==> config.mk <==
export PLATFORM = sky130hd
export DESIGN_NAME = fetch_sequencer
export DESIGN_NICKNAME = d
export VERILOG_FILES = /design/src/rtl/fetch_pkg.sv /design/src/rtl/fetch_fifo.sv /design/src/rtl/fetch_sequencer.sv
export SDC_FILE = /design/constraint.sdc
export NUM_CORES = 1
export LEC_CHECK = 0
export CAP_MARGIN = 20
export CORE_UTILIZATION = 30
export CTS_CLUSTER_DIAMETER = 50
export DETAILED_ROUTE_END_ITERATION = 12
export PLACE_DENSITY = 0.63
export SYNTH_ARGS = -nofsm -noshare
export SYNTH_HDL_FRONTEND = slang
export SYNTH_SLANG_ARGS = --single-unit
==> constraint.sdc <==
create_clock -name clk -period 10.6 [get_ports clk]
set_input_delay 3.18 -clock clk [delete_from_list [all_inputs] [get_ports clk]]
set_output_delay 3.18 -clock clk [all_outputs]
set_load 0.01 [all_outputs]
==> src/rtl/fetch_pkg.sv <==
`default_nettype none
// ============================================================================
// Package     : fetch_pkg
// Description : Shared widths, NOP word and state encoding for the fetch
//               sequencer and its FIFO.
// Revision    : 1.0 - initial release
// ============================================================================
package fetch_pkg;

    localparam int c_inst_w = 32;
    localparam int c_addr_w = 32;
    localparam logic [c_inst_w-1:0] c_nop = 32'h0;

    // Sequencer states
    localparam int c_state_w = 3;
    localparam logic [c_state_w-1:0] c_st_idle  = 3'd0;
    localparam logic [c_state_w-1:0] c_st_fetch = 3'd1;
    localparam logic [c_state_w-1:0] c_st_drain = 3'd2;
    localparam logic [c_state_w-1:0] c_st_end   = 3'd3;
    localparam logic [c_state_w-1:0] c_st_fault = 3'd4;

endpackage
`default_nettype wire

==> src/rtl/fetch_fifo.sv <==
`default_nettype none
// ============================================================================
// Module      : fetch_fifo
// Description : Small circular FIFO holding fetched {pc, instruction} pairs.
//               Flush empties it in one cycle and overrides push/pop.
// Revision    : 1.0 - initial release
// ============================================================================
module fetch_fifo #(
    parameter int unsigned DEPTH = 2,
    parameter int unsigned WIDTH = 64
) (
    input  logic             clk,
    input  logic             rst,
    input  logic             i_push,
    input  logic             i_pop,
    input  logic             i_flush,
    input  logic [WIDTH-1:0] i_data,
    output logic [WIDTH-1:0] o_head,
    output logic             o_full,
    output logic             o_empty
);

    localparam int c_ptr_w = $clog2(DEPTH);
    localparam int c_cnt_w = $clog2(DEPTH + 1);
    localparam logic [c_cnt_w-1:0] c_depth = c_cnt_w'(DEPTH);

    logic [WIDTH-1:0]   r_mem [DEPTH];
    logic [c_ptr_w-1:0] r_wr_ptr;
    logic [c_ptr_w-1:0] r_rd_ptr;
    logic [c_cnt_w-1:0] r_count;

    // Storage write; contents are don't-care while empty so no reset needed
    always_ff @(posedge clk) begin
        if (i_push) begin
            r_mem[r_wr_ptr] <= i_data;
        end
    end

    // Pointer and occupancy bookkeeping; flush wins over everything else
    always_ff @(posedge clk) begin
        if (rst || i_flush) begin
            r_wr_ptr <= '0;
            r_rd_ptr <= '0;
            r_count  <= '0;
        end else begin
            if (i_push) begin
                r_wr_ptr <= r_wr_ptr + 1'b1;
            end
            if (i_pop) begin
                r_rd_ptr <= r_rd_ptr + 1'b1;
            end
            if (i_push && !i_pop) begin
                r_count <= r_count + 1'b1;
            end else if (!i_push && i_pop) begin
                r_count <= r_count - 1'b1;
            end
        end
    end

    assign o_head  = r_mem[r_rd_ptr];
    assign o_full  = (r_count == c_depth);
    assign o_empty = (r_count == '0);

endmodule
`default_nettype wire

==> src/rtl/fetch_sequencer.sv <==
`default_nettype none
// ============================================================================
// Module      : fetch_sequencer
// Description : Owns the PC, drives the instruction-memory address, buffers
//               fetched words and hands {pc, inst} to decode. Handles
//               redirects, misaligned-redirect faults and end of image.
// Revision    : 1.0 - initial release
// ============================================================================
module fetch_sequencer
    import fetch_pkg::*;
#(
    parameter logic [31:0] RESET_PC  = 32'h0,
    parameter int unsigned MEM_BYTES = 20,
    parameter int unsigned DEPTH     = 2
) (
    input  logic                clk,
    input  logic                reset,
    input  logic                start,
    output logic [c_addr_w-1:0] imem_addr,
    input  logic [c_inst_w-1:0] imem_data,
    input  logic                redirect_valid,
    input  logic [c_addr_w-1:0] redirect_pc,
    output logic                inst_valid,
    input  logic                inst_ready,
    output logic [c_inst_w-1:0] inst,
    output logic [c_addr_w-1:0] inst_pc,
    output logic                done,
    output logic                fault
);

    // End-of-image bound widened by one bit so pc values near 2^32 never wrap
    localparam logic [c_addr_w:0] c_mem_end = (c_addr_w + 1)'(MEM_BYTES);

    logic [c_state_w-1:0]         r_state;
    logic [c_state_w-1:0]         w_state_nxt;
    logic [c_addr_w-1:0]          r_pc;
    logic [c_addr_w-1:0]          w_pc_nxt;
    logic                         w_push;
    logic                         w_pop;
    logic                         w_flush;
    logic                         w_full;
    logic                         w_empty;
    logic [c_addr_w+c_inst_w-1:0] w_head;
    logic                         w_redir_bad;
    logic                         w_redir_ok;
    logic                         w_pc_at_end;
    logic                         w_tgt_at_end;

    assign w_pc_at_end  = ({1'b0, r_pc} + 33'd3) >= c_mem_end;
    assign w_tgt_at_end = ({1'b0, redirect_pc} + 33'd3) >= c_mem_end;
    assign w_redir_bad  = redirect_valid && (redirect_pc[1:0] != 2'b00);
    assign w_redir_ok   = redirect_valid && (redirect_pc[1:0] == 2'b00) &&
                          ((r_state == c_st_fetch) || (r_state == c_st_drain) ||
                           (r_state == c_st_end));

    assign inst_valid = !w_empty && (r_state != c_st_fault);
    assign w_pop      = inst_valid && inst_ready;

    // State and PC registers
    always_ff @(posedge clk) begin
        if (reset) begin
            r_state <= c_st_idle;
            r_pc    <= RESET_PC;
        end else begin
            r_state <= w_state_nxt;
            r_pc    <= w_pc_nxt;
        end
    end

    // Next state, next PC, push and flush; faults and redirects take priority
    always_comb begin
        w_state_nxt = r_state;
        w_pc_nxt    = r_pc;
        w_push      = 1'b0;
        w_flush     = (r_state == c_st_fault);
        if (r_state == c_st_fault) begin
            w_state_nxt = c_st_fault;
        end else if (w_redir_bad) begin
            w_state_nxt = c_st_fault;
            w_flush     = 1'b1;
        end else if (w_redir_ok) begin
            w_flush     = 1'b1;
            w_pc_nxt    = redirect_pc;
            w_state_nxt = w_tgt_at_end ? c_st_drain : c_st_fetch;
        end else begin
            case (r_state)
                c_st_idle: begin
                    if (start) begin
                        w_state_nxt = c_st_fetch;
                        w_pc_nxt    = RESET_PC;
                    end
                end
                c_st_fetch: begin
                    if (w_pc_at_end) begin
                        w_state_nxt = c_st_drain;
                    end else if (!w_full || w_pop) begin
                        w_push   = 1'b1;
                        w_pc_nxt = r_pc + 32'd4;
                    end
                end
                c_st_drain: begin
                    if (w_empty) begin
                        w_state_nxt = c_st_end;
                    end
                end
                default: begin
                    w_state_nxt = r_state;
                end
            endcase
        end
    end

    fetch_fifo #(
        .DEPTH (DEPTH),
        .WIDTH (c_addr_w + c_inst_w)
    ) u_fifo (
        .clk     (clk),
        .rst     (reset),
        .i_push  (w_push),
        .i_pop   (w_pop),
        .i_flush (w_flush),
        .i_data  ({r_pc, imem_data}),
        .o_head  (w_head),
        .o_full  (w_full),
        .o_empty (w_empty)
    );

    assign imem_addr = r_pc;
    assign inst      = inst_valid ? w_head[c_inst_w-1:0] : c_nop;
    assign inst_pc   = inst_valid ? w_head[c_addr_w+c_inst_w-1:c_inst_w] : '0;
    assign done      = (r_state == c_st_end) || ((r_state == c_st_drain) && w_empty);
    assign fault     = (r_state == c_st_fault);

endmodule
`default_nettype wire
Word-level counts from Yosys, hierarchy flattened:

Memories as Yosys holds them, arrays and structs flattened. A register that Yosys moved wholly into a read port is not among the register bits.
Index checks and enable logic that the tools add are counted.

* bits in registers: 39
* input port bits: 69
* memories kept: 1
* bits in writable memories: 128
* logic and storage cells: 91

Memories
* u_fifo.r_mem: depth 2, bits a word 64, read ports 1, clocked after memory_dff 1, wr ports 1, line fetch_fifo.sv:27 `logic [WIDTH-1:0] r_mem [DEPTH];`

* reductions and logical operators: 29
* $add $sub $neg: 7
* eq/ne operators: 14
* bitwise operators: 2
* muxes and demuxes: 30
* order comparisons: 2

Operator list (number)
* two-way mux 32 bit: 6
* adder 32 x 2 -> 33 bit, second input constant: 2
* greater-or-equal comparator 33 x 5 -> 1 bit, second input constant: 2
* case mux 32 bit (2 select lines): 1
* adder 32 x 3 -> 32 bit, second input constant: 1
* two-way mux 3 bit: 6
* != test 3 bit, second input constant: 5
* != test 5 bit, second input constant: 3
* two-way mux 1 bit: 13
* case mux 3 bit (3 select lines): 1
* logical AND 1 bit: 8
* AND reduction 4 bit: 2
* == test 3 x 2 -> 1 bit, second input constant: 2
* two-way mux 2 bit: 3
* AND reduction 6 bit: 1
* nonzero test 6 bit: 1
* logical OR 1 bit: 5
* logical NOT 1 bit: 4
* logical NOT 2 bit: 2
* nonzero test 2 bit: 2
* nonzero test 4 bit: 1
* == test 3 x 1 -> 1 bit, second input constant: 1
* == test 3 bit, second input constant: 1
* logical NOT 3 bit: 1
* other kinds (8): 10

Longest topological paths before layout:

* word-level depth: 15
* mapped depth: 14
* gate-level depth less buffers: 13

Cells and area by module:

From an unflattened synthesis, not the netlist that was laid out.

* cell total of the unflattened synthesis: 643
* area, all modules: 7961.4 sq um

By module, submodules not included
* fetch_fifo: sequential area each 3943.8 sq um, cells an instance 221, times used 1, area an instance 4819.6 sq um
* fetch_sequencer: sequential area each 700.7 sq um, cells an instance 422, times used 1, area an instance 3141.8 sq um

Worst setup path after synthesis:

No wires, ideal clock.

* path kind: input-to-reg
* from: input inst_ready
* to: memory u_fifo.r_mem[0][0], enable pin
* buffers on the path: 0
* cell stages on the path: 5
* slack: 3110 ps
* data arrival time: 6997 ps
* path through: nand2_1 -> and3b_1 -> nor4_4 -> nor3b_2 -> nor2b_1

* cells in the longest elaborated chain, start to end: 10

Ends and longest elaborated chain
* from (decl): line fetch_sequencer.sv:24 `input logic inst_ready,`
* logical AND 1 bit: line fetch_sequencer.sv:57 `assign w_pop = inst_valid && inst_ready;`
* logical OR 1 bit: line fetch_sequencer.sv:96 `end else if (!w_full || w_pop) begin`
* two-way mux 1 bit: line fetch_sequencer.sv:96
* two-way mux 1 bit: line fetch_sequencer.sv:94 `if (w_pc_at_end) begin`
* two-way mux 1 bit: line fetch_sequencer.sv:86 `case (r_state)`
* two-way mux 1 bit: line fetch_sequencer.sv:81 `end else if (w_redir_ok) begin`
* two-way mux 1 bit: line fetch_sequencer.sv:78 `end else if (w_redir_bad) begin`
* two-way mux 1 bit: line fetch_sequencer.sv:76 `if (r_state == c_st_fault) begin`
* two-way mux 1 bit: line fetch_fifo.sv:34 `if (i_push) begin`
* two-way mux 1 bit (implied by the code): line fetch_fifo.sv:35 `r_mem[r_wr_ptr] <= i_data;`
* to (decl): line fetch_fifo.sv:27

Every way passes these cells.

Worst setup path after layout:

* from: register r_state[0]
* to: output inst_pc[5]

* cells in the longest elaborated chain, start to end: 3

Ends and longest elaborated chain
* from (decl): line fetch_sequencer.sv:34 `logic [c_state_w-1:0] r_state;`
* from (signal assigned): line fetch_sequencer.sv:62 `r_state <= c_st_idle;`
* from (signal assigned): line fetch_sequencer.sv:65 `r_state <= w_state_nxt;`
* != test 3 bit: line fetch_sequencer.sv:56 `assign inst_valid = !w_empty && (r_state != c_st_fault);`
* logical AND 1 bit: line fetch_sequencer.sv:56
* two-way mux 32 bit: line fetch_sequencer.sv:130 `assign inst_pc = inst_valid ? w_head[c_addr_w+c_inst_w-1:c_inst_w] : '0;`
* to (decl): line fetch_sequencer.sv:26 `output logic [c_addr_w-1:0] inst_pc,`

Every way passes these cells.

==> metrics.md <==
| Metric | Value |
|---|---|
| Status | complete, no violations |
| Yosys reg bits | 168 |
| Required time worst endpoint | 7420 ps |
| Vias/cell | about 5.1 |
| Crit-path most repeated cell | nor2_1 |
| Maximum clock path buffer count | 2 |
| Combinational cell fraction of total power | between 7 and 8% |
| Final nets | ~880 |
| Core region area | 0.02453 mm2 |
| Die area | 0.02593 mm2 |
| Final TNS setup | 0 ps |
| HPWL Detailed | 13.63 mm |
| Site Rows | 57 |
| Total number of vias | 5835 |
| Pwr per Cell Area | ~140 mW/mm2 |
| Clock buffer count from CTS | 17 |
| RSZ-0062 raised after global routing | false |
| R2r endpoint | u_fifo.r_mem[0][23] |
| Worst Path Buf+Inv | 2 |
| Post-cts hold buffer count | 0 |
| Rel. slew slack | 26.94% |
| H-tree levels | 4 |
| GPL Wtd Cong | 0.9083 |
| Vias in the first global route | around 5500 |
| Instance count on the critical path | 6 |
| Multiplexer share of the synthesized area | 9.119% |
| Hold path endpoint | u_fifo.r_rd_ptr |
| Worst vdd ir | 79.58 uV |
| Max Fclk | ~170 MHz |
| Ports | 168 |
| Fin. max-slew vios | 0 |
| Syn avg cell area | 11.71 um2 |
| Global Route Usage Sum | 15.38% |
| Root Driver | clkbuf_16 |
| Delay-heaviest family, CP | buffers and inverters |
| Clock Skew | 12.70 ps |
| Nature of the critical path startpoint | register |
| Layout cells sized above 1 | 6.197% |
| Xor/xnor cell area share of the yosys netlist | 1.732% |
| Hold WS | 514.8 ps |
| Crit end category | output port |
| Worst skew pair latency | 420 ps |
| Drt total wl | 19.80 mm |
| Worst hold path depth | 2 |
| CTS sink cnt | around 170 |
| Reg2reg start | imem_addr[2] |
| YS warnings | 0 |
| Cells along the critical path | nor2_1 -> and2_1 -> or2_2 -> buf_4 -> nor2_1 -> clkdlybuf4s50_1 |
| Psw | around 320 uW |
| Simple-gate share of the synthesized area | 16.61% |
| # diodes | 0 |
| Clock transition at the registers of the reported paths | 60 ps |
| Post-Syn Area | 0.007587 mm2 |
| Area Growth Syn to Fin | 34.14% |
| Reg2Reg Setup Slack | 5820 ps |
| Initial drt markers | 530 |
| Final hold vios | 0 |
| Flop pwr share | about half |
| Critical path type | reg2out |
| Wire length of the first global-routing pass | 30.65 mm |
| Sw frac | a little under a quarter |
| Clock share of power | 41.8% |
| Final min period | 5964 ps |
| # resized after CTS | 0 |
| Overflow after GRT | 0 |
| Least-Margin Pin Slew | 1096 ps |
| PortBufs | 167 |
| Worst hold path type | reg2reg |
| Adder-Cell Fraction of Synth Area | less than 1% |
| Drt pass-1 iters | 5 |
| Largest family of logic cells by synthesized area | simple AND/OR/NAND/NOR gates |
| Die Wd | 161.0 um |
| Mapped Cells | between 600 and 700 |
| Commonest non-fill, non-tap cells in the layout | clkdlybuf4s50_1, edfxtp_1, nor2_1 |
| Max Fanout on Critical Path | 63 |
| Final Cycle Share | 56.26% |
| Die height | 161.0 um |
| Sequential share of the synthesized area | 61.21% |
| Drt drc | 0 |
| Leakage | 0.003159 uW |
| Arr. time, crit path | 2780 ps |
| Antenna Violating Nets Remaining | 0 |
| Ys flop type | edfxtp_1 |
| Cell count of the worst reg-to-reg path | 10 |
| Post-Syn Nets | 719 |
| CP max-delay cell | clkdlybuf4s50_1 |
| Largest net degree at the start of global routing | between 60 and 70 |
| CTS tree | done |
| CP peak stage delay | 610 ps |
| Synth Area in Compound Gates | 9.218% |
| Wirelength per Cell | 17.26 um |
| Final setup viols | 0 |
| Cell-internal power | between 1000 and 1500 uW |
| Setup bufs post-CTS | 0 |
| Initial Util | between 30% and 40% |
| Most common cell after layout, fill and taps aside | clkdlybuf4s50_1 |
| Synth cell types | 64 |
| Max-Cap Viols | 0 |
| Async set-reset flop share out of synthesis | 0% |
| Initial antenna violation count | 0 |
| Post-synth EDFFs | 128 |
| Worst Hold Launch | u_fifo.r_rd_ptr |
## per-layer routing
| layer | vias to the layer above | wire, um | global-route usage (%) |
|---|---|---|---|
| met5 | - | 0 | 0 |
| met4 | 0 | 312 | 4.460 |
| met3 | 16 | 1335 | 3.467 |
| met2 | 256 | 9100 | 24.35 |
| met1 | 2784 | 9053 | 21.00 |
| li1 | 2779 | - | - |
## flip-flops by register name, indices dropped and copies added, names as in the netlist, named ones only
name	flops
imem_addr	32
r_state	3
u_fifo.r_count	2
u_fifo.r_mem	128
u_fifo.r_rd_ptr	1
u_fifo.r_wr_ptr	1
## stage by stage
stage / worst slack, ps / utilization [%] / power [uW] / cells / cell area, um2
final: 4636 / 41.48 / 1411 / 1147 / 10180
after global routing: 4440 / 41.48 / 1465 / 1147 / 10180
after CTS: 4621 / 41.48 / 1429 / 1147 / 10180
after detailed placement: 4474 / 39.18 / 836.2 / 1115 / 9613
after global placement: 4504 / 39.18 / 835.7 / 1115 / 9613
after floorplan: 3110 / - / 776.4 / 648 / 7587
## logic make-up after synthesis
kind of cell,count (synthesis)
simple gates,263
flops,168
compound gates,95
mux,69
buf+inv,36
xor+xnor,15
fa+ha+maj,2
## worst reg2reg max path, delay by kind of cell (launching register included)
kind            cells  cell delay (ps)
compound gates      1              380
xor+xnor            1              110
flops               1              620
simple gates        6             2100
fa+ha+maj           1              420
buf+inv             1              680
## worst max path at each step
| stage | from | endpoint | slack, ps |
|---|---|---|---|
| final | r_state[0] | inst_pc[5] | 4640 |
| after global routing | r_state[0] | inst_pc[5] | 4440 |
| after CTS | r_state[0] | inst_pc[5] | 4620 |
| after detailed placement | inst_ready | u_fifo.r_mem[0][48] | 4470 |
| after global placement | inst_ready | u_fifo.r_mem[0][47] | 4500 |
| after floorplan | inst_ready | u_fifo.r_mem[0][0] | 3110 |
## power groups by stage
stage,combinational (uW),sequential (uW),clock [uW]
4_1_cts,101,721,607
6_report,101,721,589
3_5_place_dp,101,735,0
3_3_place_gp,101,735,0
2_1_floorplan,43.9,733,0
5_1_grt,109,722,633
## cell usage after synthesis, drive strengths merged, types with 4 or more instances
cell | count | area, um2
a21oi | 9 | 45.04
a22o | 10 | 87.58
a22oi | 16 | 120.1
and2 | 7 | 43.79
clkbuf | 28 | 105.1
dfxtp | 40 | 800.8
edfxtp | 128 | 3844
inv | 8 | 30.03
mux2i | 68 | 680.7
nand2 | 38 | 142.6
nand3 | 20 | 100.1
nand4 | 15 | 100.1
nor2 | 118 | 442.9
nor2b | 5 | 31.28
nor3 | 21 | 105.1
nor4 | 12 | 90.09
o21a | 5 | 37.54
o21ai | 19 | 95.09
or2 | 4 | 25.02
or3 | 6 | 37.54
or4 | 6 | 48.80
xnor2 | 6 | 52.55
xor2 | 9 | 78.83
## layout make-up
type / count / area (um2)
clock inverters: 15 / 138.9
repair buffers: 171 / 1702
clock buffers: 17 / 425.4
multi-input cells: 444 / 2828
inverters: 8 / 30.03
flip-flops and latches: 168 / 4648
fillers: 2356 / 14360
well taps: 324 / 405.4
Power figures use the tool's default switching activity.
